File: src/rtl/instr_fetch_unit.sv
// -----------------------------------------------------------------------------
// instr_fetch_unit
//   Fetch stage that sits directly in front of a combinational instruction
//   memory. It owns the program counter and registers {instruction, pc} into
//   an IF/ID register that hands off to decode with a valid/ready handshake.
//   A redirect loads a new PC and flushes the IF/ID register. Capturing the
//   halt word freezes fetch until the next redirect.
//
// State table:
//   state    | meaning
//   ---------+--------------------------------------------------------------
//   S_FETCH  | capturing one instruction per cycle whenever IF/ID can take it
//   S_HALTED | halt word captured; pc frozen, only the held word may drain
//
// Ports:
//   clk             in   rising-edge clock
//   rst_n           in   asynchronous active-low reset
//   imem_addr       out  word address to instruction memory (= pc register)
//   imem_data       in   instruction returned combinationally for imem_addr
//   redirect_valid  in   load redirect_target into pc, flush IF/ID
//   redirect_target in   new pc
//   out_valid       out  IF/ID holds a valid instruction
//   out_ready       in   decode accepts the instruction this cycle
//   out_instr       out  fetched instruction
//   out_pc          out  address of out_instr
//   halted          out  fetch is frozen after the halt word
//   fetch_count     out  instructions accepted by decode (wraps)
// -----------------------------------------------------------------------------
module instr_fetch_unit #(
  parameter int                 ADDR_W    = 32,
  parameter int                 DATA_W    = 32,
  parameter logic [ADDR_W-1:0]  RESET_PC  = '0,
  parameter logic [ADDR_W-1:0]  PC_STEP   = 1,
  parameter logic [DATA_W-1:0]  HALT_WORD = '1,  // all ones: 32'hFFFF_FFFF
  parameter int                 CNT_W     = 16
) (
  input  logic              clk,
  input  logic              rst_n,
  output logic [ADDR_W-1:0] imem_addr,
  input  logic [DATA_W-1:0] imem_data,
  input  logic              redirect_valid,
  input  logic [ADDR_W-1:0] redirect_target,
  output logic              out_valid,
  input  logic              out_ready,
  output logic [DATA_W-1:0] out_instr,
  output logic [ADDR_W-1:0] out_pc,
  output logic              halted,
  output logic [CNT_W-1:0]  fetch_count
);

  typedef enum logic [0:0] {
    S_FETCH  = 1'b0,
    S_HALTED = 1'b1
  } state_t;

  state_t            state_q, state_d;
  logic [ADDR_W-1:0] pc_q;
  logic              accept;
  logic              capture;
  logic              is_halt;

  assign imem_addr = pc_q;
  assign halted    = (state_q == S_HALTED);
  assign accept    = out_valid & out_ready;
  assign is_halt   = (imem_data == HALT_WORD);
  // IF/ID can take a new word when empty or when its current word leaves now.
  assign capture   = (state_q == S_FETCH) & ~redirect_valid & (~out_valid | out_ready);

  always_ff @(posedge clk or negedge rst_n) begin
    if (!rst_n) begin
      state_q <= S_FETCH;
    end else begin
      state_q <= state_d;
    end
  end

  always_comb begin
    state_d = state_q;
    if (redirect_valid) begin
      state_d = S_FETCH;
    end else if (capture && is_halt) begin
      state_d = S_HALTED;
    end
  end

  always_ff @(posedge clk or negedge rst_n) begin
    if (!rst_n) begin
      pc_q        <= RESET_PC;
      out_valid   <= 1'b0;
      out_instr   <= '0;
      out_pc      <= '0;
      fetch_count <= '0;
    end else if (redirect_valid) begin
      // Flushed word is never counted, even if decode was ready this cycle.
      pc_q      <= redirect_target;
      out_valid <= 1'b0;
    end else begin
      if (accept) begin
        fetch_count <= fetch_count + 1'b1;
      end
      if (capture) begin
        out_instr <= imem_data;
        out_pc    <= pc_q;
        out_valid <= 1'b1;
        pc_q      <= pc_q + PC_STEP;  // halt word still advances pc
      end else if (accept) begin
        out_valid <= 1'b0;
      end
    end
  end

endmodule
File: config.mk
export PLATFORM = sky130hd
export DESIGN_NAME = instr_fetch_unit
export DESIGN_NICKNAME = d
export VERILOG_FILES = /design/src/rtl/instr_fetch_unit.sv
export SDC_FILE = /design/constraint.sdc
export NUM_CORES = 1
export LEC_CHECK = 0
export ABC_AREA = 0
export BUFFER_PORTS_ARGS = -buffer_cell sky130_fd_sc_hd__buf_4
export CORE_ASPECT_RATIO = 1.2
export CORE_MARGIN = 3
export CORE_UTILIZATION = 50
export CTS_CLUSTER_DIAMETER = 50
export CTS_CLUSTER_SIZE = 28
export DETAILED_ROUTE_END_ITERATION = 6
export MAX_ROUTING_LAYER = met4
export PLACE_DENSITY_LB_ADDON = 0.05
export SYNTH_ARGS = -nofsm -noshare
export SYNTH_HDL_FRONTEND = slang
export SYNTH_SLANG_ARGS = --single-unit
File: constraint.sdc
create_clock -name clk -period 3.7 [get_ports clk]
set_input_delay 0.37 -clock clk [delete_from_list [all_inputs] [get_ports clk]]
set_output_delay 0.37 -clock clk [all_outputs]
set_load 0.01 [all_outputs]
==> flow_metrics.tcl, run 1 <==
set metrics [dict create \
    synth_compound_area_share_pct 6.86 \
    grt_pass1_vias 4420 \
    rsz0062_at_grt "no" \
    worstSetupEndpointType "register" \
    ys_seq_area_share_pct 54.7 \
    critPathMaxStageDelay_ns 0.77 \
    via_count 4322 \
    placed_cell_area_sq_mm 0.00666 \
    drive_gt1_share_pct 45.6 \
    die_area_sq_mm 0.0117 \
    cp.buffers_inverters 1 \
    status "complete, no violations" \
    clk_latency_ns 0.40 \
    cts_resized 0 \
    vias_per_cell 5.64 \
    synth_mux_area_share_pct 14.2 \
    period_needed_ns 2.35 \
    timing.rr.start "out_valid" \
    cts_max_level 4 \
    synth-edff-count 0 \
    drtAntennaViolNets 0 \
    yosysUniqueCellTypes 45 \
    wl_mm 13.6 \
    grt_start_max_net_pins 81 \
    post_cts_buffers 0 \
    ys_async_sr_fraction_pct 100 \
    grt-ovfl-total 0 \
    fin_area_sq_mm 0.00727 \
    initial_core_util_pct 51.6 \
    syn_area_per_cell_sq_um 11.8 \
    nFillCells 762 \
    ctsLongestPathBuffers 2 \
    rows 40 \
    dr.first_iter.drc_count 193 \
    arrival_ns 2.67 \
    worstMarginPinSlew_ns 1.00 \
    die_x_microns 99.3 \
    cp_top_family "simple AND/OR/NAND/NOR gates" \
    p_leak_nw 3.17 \
    cts_sinks 114 \
    dieHeight_microns 118 \
    grt_antenna_before_repair 0 \
    powerDensity_mw_per_mm2 551 \
    hold_path_class "in -> async" \
    antenna_cells 0 \
    port_buffers 181 \
    drv_cap 0 \
    critPathKind "reg -> reg" \
    peakVddDrop_uv 417 \
    pre_cts_ws_ns 1.39 \
    drc_errors 0 \
    critical-path-top-cell-by-count "or4_1" \
    routedWlPerCell_microns 17.7 \
    slew_headroom_pct 33.3 \
    cp-startpoint "out_valid" \
    path_clk_slew_ns 0.05 \
    synth_ff_type "dfrtp_1" \
    yosys_register_bits 114 \
    cts_hold_buf 0 \
    fin_ws_ns 1.35 \
    cp_max_fo 15 \
    numCtsBuffers 17 \
    ff2ff_path_depth 5 \
    yosys.area_share.xor_xnor_pct 3.86 \
    crit_cells 5 \
    grt_pass1_wl_mm 22.3 \
    nets 697 \
    crit_path_top_delay_cell "or4_1" \
    synth_top_family_by_area "simple AND/OR/NAND/NOR gates" \
    setup_viol 0 \
    slew_viol_final 0 \
    synth_adder_area_share_pct 0.480 \
    synthCells 444 \
    dp_hpwl_mm 9.57 \
    path_cells "nor2b_1, buf_4, or4_1, or4_1, a31oi_1" \
    core_area_sq_mm 0.0101 \
    finalHoldViolCount 0 \
    synthSimpleGateAreaFrac_pct 17.3 \
    period_share_pct 63.4 \
    place_congestion 0.830 \
    start_kind "register" \
    setup_tns_ns 0 \
    yosysWarnings 0 \
    r2r_slack_ns 1.35 \
    syn-num-nets 514 \
    fmax_mhz 426 \
    drt_first_pass_iters 4 \
    pin_count 182 \
    cts_tree "built" \
    grt_use_total_pct 24.6 \
    skew_ns 0.00738 \
    cts_root_buf "clkbuf_16" \
    area_growth_pct 39.4 \
    crit_required_ns 4.02 \
    syn_area_sq_mm 0.00522 \
]
-- synth_stat cells (13+ instances only) --
master    instances  share of area, %
o21ai_0          13               1.2
nand4_1          23               2.8
clkbuf_1         17               1.2
nor2_1           28               2.0
or4_1            19               2.7
a31oi_1          21               2.5
dfrtp_1         114                55
mux2_2           65                14
o31ai_1          16               2.3
nand3_1          14               1.3
xnor2_1          22               3.7
nand2_1          29               2.1
-- metal layers --
metal  GRT usage (%)  routed length [microns]  up-vias
met2            39.4                     6840      163
met5               -                        0        -
met3            5.93                      833       15
li1                -                        -     2031
met4            8.80                      191        0
met1            30.5                     5700     2113
-- sequential cells by signal (all words and copies together), names as in the netlist --
register	cells
fetch_count	16
halted	1
imem_addr	32
out_instr	32
out_pc	32
out_valid	1
-- area by class of cell --
type | count | area (sq um) | share of cell area, %
tap | 126 | 158 | 2.17
multi-input combinational | 303 | 2240 | 30.7
inverter | 5 | 18.8 | 0.258
clock buffer | 22 | 454 | 6.24
timing repair buffer | 186 | 1400 | 19.2
sequential | 114 | 2850 | 39.2
clock inverter | 10 | 158 | 2.17
-- cell families after synthesis --
kind of cell,count (synthesis)
AOI/OAI and AO/OA,55
xor gates and xnor gates,23
adders and majority gates,2
buffers and inverters,27
DFF,114
muxes,66
and+or+nand+nor,157
-- placed cells by master (no fill, tap or decap), drive strengths merged --
| cell type | n |
|---|---|
| buf | 186 |
| or2 | 2 |
| o211ai | 1 |
| nor2b | 3 |
| nor2 | 28 |
| xnor2 | 22 |
| clkinvlp | 3 |
| nor3 | 5 |
| mux2i | 1 |
| nand2b | 1 |
| mux2 | 65 |
| and4b | 1 |
| or4 | 22 |
| a31oi | 21 |
| ha | 2 |
| nand3b | 1 |
| bufinv | 4 |
| xor2 | 1 |
| or3 | 9 |
| a41oi | 1 |
| inv | 5 |
| o21ai | 13 |
| a22oi | 1 |
| clkbuf | 22 |
| dfrtp | 114 |
| nor3b | 1 |
| nor4 | 4 |
| nand4b | 4 |
| and4 | 2 |
| o41ai | 2 |
| nand2 | 29 |
| and2 | 2 |
| and3 | 3 |
| clkinv | 3 |
| nor4b | 1 |
| nand3 | 14 |
| o31ai | 16 |
| nand4 | 25 |
-- path summary, 6_finish.rpt --
path,to
worst max-delay path,imem_addr[13]
worst min-delay path,out_pc[11]
max in group asynchronous,out_instr[1]
min in group clk,imem_addr[2]
worst min register to register,fetch_count[13]
worst max register to register,imem_addr[13]
-- report_power, final --
| part | leakage, nW | total (mW) | internal, mW | switching (mW) |
|---|---|---|---|---|
| Combinational | 1.53 | 0.735 | 0.412 | 0.324 |
| Sequential | 1.35 | 1.58 | 1.42 | 0.163 |
| Clock | 0.290 | 1.69 | 1.14 | 0.553 |
-- per-stage QoR --
step | power, mW | hold WS, ns | std cells | util (%)
global route | 4.18 | 0.172 | 766 | 71.9
CTS | 4.04 | 0.164 | 766 | 71.9
finish | 4.01 | 0.144 | 766 | 71.9
floorplan | 1.90 | 0.0744 | 444 | -
detailed placement | 2.34 | 0.493 | 734 | 65.9
global placement | 2.31 | 0.465 | 734 | 65.9
-- worst register-to-register path: cells and delay by family (launching register included) --
family,cells,cell delay [ns]
and+or+nand+nor,3,1.50
DFF,1,0.42
AOI/OAI and AO/OA,1,0.18
buffers and inverters,1,0.18
No activity file was read; power rests on OpenSTA's default activity.
==> run 2, diff against run 1 <==
- clock period: 3.7 -> 2.3 ns (I/O delays scaled with it)
==> run 2 against run 1 <==
Cell count increased by 2.3%. Clock power increased by 57%. Critical path depth decreased by 1. Combinational power increased by 71%. Utilization increased by 1.7 points. Largest power group unchanged. Global-route usage decreased by 0.25 points.
==> flow_metrics.tcl, run 2 (synthesized netlist as in run 1, its figures left out) <==
set metrics [dict create \
    p_clk_share_pct 41.3 \
    clk_latency_ns 0.40 \
    period_needed_ns 2.13 \
    regToRegEndpoint "imem_addr[27]" \
    dp_hpwl_mm 9.84 \
    cts_root_buf "clkbuf_16" \
    worstMarginPinSlew_ns 0.672 \
    grt_pass1_wl_mm 22.2 \
    grt_pass1_vias 4635 \
    powerDensity_mw_per_mm2 863 \
    min_from "redirect_target[8]" \
    fin_area_sq_mm 0.00744 \
    met3WireLength_mm 1.02 \
    grt_use_total_pct 24.4 \
    dr.first_iter.drc_count 205 \
    maxUsedRoutingLayer "met4" \
    timing.rr.start "imem_addr[10]" \
    worstSetupEndpointType "register" \
    die_x_microns 99.3 \
    core_area_sq_mm 0.0101 \
    p_comb_share_pct 19.7 \
    pin_count 182 \
    critPathKind "reg -> reg" \
    path_clk_slew_ns 0.05 \
    grt_antenna_before_repair 0 \
    hold_end "imem_addr[8]" \
    switching_share_pct 26.2 \
    cts_max_level 4 \
    rsz0062_at_grt "no" \
    vias_per_cell 5.64 \
    drtAntennaViolNets 0 \
    skew_ns 0.00587 \
    crit_required_ns 2.62 \
    pre_cts_ws_ns 0.0835 \
    final_common_cell "buf_4" \
    arrival_ns 2.45 \
    grt_start_max_net_pins 115 \
    ff2ff_path_depth 4 \
    antenna_cells 0 \
    final_core_util_pct 73.6 \
    cts_tree "built" \
    wl_met1_mm 5.48 \
    peakVddDrop_uv 540 \
    finalHoldViolCount 0 \
    power.share.sequential_pct 39.0 \
    slew_viol_final 0 \
    rows 40 \
    initial_core_util_pct 51.6 \
    setup_viol 0 \
    p_switching_mw 1.69 \
    hold_path_class "in -> reg" \
    start_kind "register" \
    drv_cap 0 \
    nets 716 \
    die_area_sq_mm 0.0117 \
    whs_path_depth 3 \
    p_leak_nw 3.27 \
    grt-ovfl-total 0 \
    fin_ws_ns 0.174 \
    drt_first_pass_iters 5 \
    slew_headroom_pct 54.9 \
    wl_met2_mm 6.88 \
    intPower_mw 4.74 \
    layout_common_cells "buf_4 (202), dfrtp_1 (114), mux2_2 (65)" \
    port_buffers 181 \
    cts_sinks 114 \
    area_growth_pct 42.6 \
    place_congestion 0.860 \
    dieHeight_microns 118 \
    status "complete, no violations" \
    period_share_pct 92.4 \
    ctsLongestPathBuffers 2 \
    wl_mm 13.7 \
    r2r_slack_ns 0.17 \
    cp_max_fo 10 \
    setup_tns_ns 0 \
    holdWs_ns 0.0375 \
    placed_cell_area_sq_mm 0.00682 \
    routedWlPerCell_microns 17.5 \
    numCtsBuffers 17 \
    via_count 4420 \
    fmax_mhz 470 \
    drc_errors 0 \
    drive_gt1_share_pct 47.7 \
]
run 2: cell count changes in the layout (fill, tap and decap cells not counted), moves of 2 or more:
| cell | change |
|---|---|
| buf_4 | +16 |
| buf_12 | +2 |
| clkbuf_1 | -4 |
| clkbuf_8 | +5 |
| bufinv_16 | -2 |
run 2: power by group through the flow:
stage	Clock [mW]	Combinational [mW]	Sequential [mW]
6_report	2.65	1.26	2.51
4_1_cts	2.68	1.28	2.51
3_5_place_dp	0	1.27	2.54
3_3_place_gp	0	1.25	2.52
2_1_floorplan	0	0.411	2.64
5_1_grt	2.78	1.37	2.55
run 2: metrics by stage:
step / power, mW / cells
2_1_floorplan: 3.05 / 444
3_3_place_gp: 3.77 / 752
3_5_place_dp: 3.81 / 752
4_1_cts: 6.47 / 784
5_1_grt: 6.70 / 784
6_report: 6.43 / 784
run 2: timing repair:
action,4_1_cts,5_1_grt
resized for setup,0,1
hold endpoints to repair,114,0
hold buffers,1,0
buffers inserted,0,0
endpoints found under the setup margin,0,4
run 2: worst max-delay path, cell delays in order (launching register included):
cell	delay, ns
dfrtp_1	0.46
nand4_2	0.25
or4_4	0.64
or4_1	0.53
a31oi_1	0.17
run 2: area by class of cell:
cell class	instances	area [sq um]
Clock inverter	8	100
Clock buffer	23	508
Timing Repair Buffer	205	1570
Fill cell	719	2670
Multi-Input combinational cell	303	2240
Tap cell	126	158
Inverter	5	18.8
Sequential cell	114	2850
run 2: layer usage:
metal,track usage [%],vias up
met5,-,-
met4,9.31,0
met3,6.82,25
met2,39.7,173
met1,28.6,2161
li1,-,2061
run 2: worst max path at each step:
stage | startpoint | end | slack (ns) | cells past startpoint
2_1_floorplan | halted | imem_addr[15] | 0.20 | 6
3_3_place_gp | imem_addr[10] | imem_addr[30] | 0.18 | 4
3_5_place_dp | imem_addr[10] | imem_addr[27] | 0.08 | 4
4_1_cts | imem_addr[10] | imem_addr[27] | 0.09 | 4
5_1_grt | imem_addr[4] | imem_addr[17] | 0.07 | 4
6_report | imem_addr[10] | imem_addr[27] | 0.17 | 4
==> run 3, diff against run 2 <==
- MAX_ROUTING_LAYER: met4 -> not set
==> run 3 against run 2 <==
First-iteration DRC count up 12%. Largest cell class unchanged. Non-clock buffer count is the same. Cell count unchanged.
==> flow_metrics.tcl, run 3 (synthesized netlist as in run 1, its figures left out) <==
set metrics [dict create \
    vias_per_cell 5.66 \
    via_count 4439 \
    drt_first_pass_iters 5 \
    ff2ff_path_depth 4 \
    setup_viol 0 \
    setup_tns_ns 0 \
    cts_sinks 114 \
    finalHoldViolCount 0 \
    nets 716 \
    final_common_cell "buf_4" \
    cp_max_fo 10 \
    grt_start_max_net_pins 115 \
    grt_pass1_wl_mm 22.3 \
    p_leak_nw 3.27 \
    dp_cells 752 \
    period_needed_ns 2.13 \
    total_power_mw 6.42 \
    arrival_ns 2.46 \
    cts_root_buf "clkbuf_16" \
    slew_headroom_pct 55.5 \
    cts_tree "built" \
    core_area_sq_mm 0.0101 \
    ctsLongestPathBuffers 2 \
    place_congestion 0.847 \
    area_growth_pct 42.6 \
    status "complete, no violations" \
    whs_path_depth 3 \
    drv_cap 0 \
    layout_common_cells "buf_4 (202), dfrtp_1 (114), mux2_2 (65)" \
    routedWlPerCell_microns 17.5 \
    critPathMaxStageDelay_ns 0.64 \
    path_cells "nand4_2, or4_4, or4_1, a31oi_1" \
    crit_path_top_delay_cell "or4_4" \
    grt_antenna_before_repair 0 \
    die_x_microns 99.3 \
    dp_hpwl_mm 9.84 \
    final_core_util_pct 73.6 \
    die_area_sq_mm 0.0117 \
    critPathKind "reg -> reg" \
    dieHeight_microns 118 \
    initial_core_util_pct 51.6 \
    antenna_cells 0 \
    p_comb_share_pct 19.6 \
    instances_no_fill 784 \
    fmax_mhz 469 \
    pin_count 182 \
    peakVddDrop_uv 543 \
    drive_gt1_share_pct 47.7 \
    pre_cts_ws_ns 0.0835 \
    grt-ovfl-total 0 \
    drtAntennaViolNets 0 \
    worstSetupEndpointType "register" \
    switching_share_pct 26.2 \
    numCtsBuffers 17 \
    intPower_mw 4.74 \
    start_kind "register" \
    crit_required_ns 2.63 \
    fin_ws_ns 0.168 \
    power.share.sequential_pct 39.1 \
    dr.first_iter.drc_count 229 \
    p_clk_share_pct 41.3 \
    powerDensity_mw_per_mm2 863 \
    rsz0062_at_grt "no" \
    slew_viol_final 0 \
    clk_latency_ns 0.41 \
    grt_pass1_vias 4643 \
    worstMarginPinSlew_ns 0.663 \
    drc_errors 0 \
    rows 40 \
    p_switching_mw 1.68 \
    period_share_pct 92.7 \
    path_clk_slew_ns 0.05 \
    wl_mm 13.7 \
    skew_ns 0.00747 \
    hold_path_class "in -> reg" \
    port_buffers 181 \
    grt_use_total_pct 23.7 \
    cts_max_level 4 \
]
run 3: power groups by stage:
stage	sequential (mW)	combinational [mW]	clock [mW]
6_report	2.51	1.26	2.65
5_1_grt	2.55	1.37	2.79
4_1_cts	2.51	1.28	2.68
3_5_place_dp	2.54	1.27	0
3_3_place_gp	2.52	1.25	0
2_1_floorplan	2.64	0.411	0
run 3: layout make-up:
class / count / area, sq um
repair buffers: 205 / 1570
multi-input cells: 303 / 2240
inverters: 5 / 18.8
clock buffers: 23 / 508
well taps: 126 / 158
fillers: 719 / 2670
flip-flops and latches: 114 / 2850
clock inverters: 8 / 100
run 3: repair_timing:
item / CTS / global route
resized for setup: 0 / 1
hold buffers: 1 / 0
endpoints found under the setup margin: 0 / 4
endpoints found under the hold margin: 114 / 0
setup buffers: 0 / 0
run 3: path summary, 6_finish.rpt:
check | end | slack, ns | from
worst min-delay path | imem_addr[8] | 0.03 | redirect_target[8]
worst max-delay path | imem_addr[27] | 0.17 | imem_addr[10]
worst min register to register | fetch_count[15] | 0.47 | fetch_count[15]
worst max register to register | imem_addr[27] | 0.17 | imem_addr[10]
max in group asynchronous | imem_addr[30] | 1.37 | rst_n
min in group asynchronous | out_pc[15] | 0.42 | rst_n
run 3: per-stage QoR:
stage               hold slack, ns  area, sq um
floorplan                  -0.0656         5220
global placement             0.366         6820
detailed placement           0.364         6820
CTS                         0.0283         7440
global route                0.0315         7440
finish                      0.0330         7440
run 3: worst max-delay path: cells and delay by family, from the launching register on:
| kind | cells | cell delay [ns] |
|---|---|---|
| AO/OA/AOI/OAI | 1 | 0.18 |
| AND/OR/NAND/NOR | 3 | 1.42 |
| flip-flops | 1 | 0.46 |
run 3: layer usage:
layer	track usage (%)	part of all wire, %	up-vias
met5	0	0	-
met4	8.54	2.0	0
met3	8.83	8.7	20
met2	39.7	50	184
met1	27.7	39	2170
li1	-	-	2065
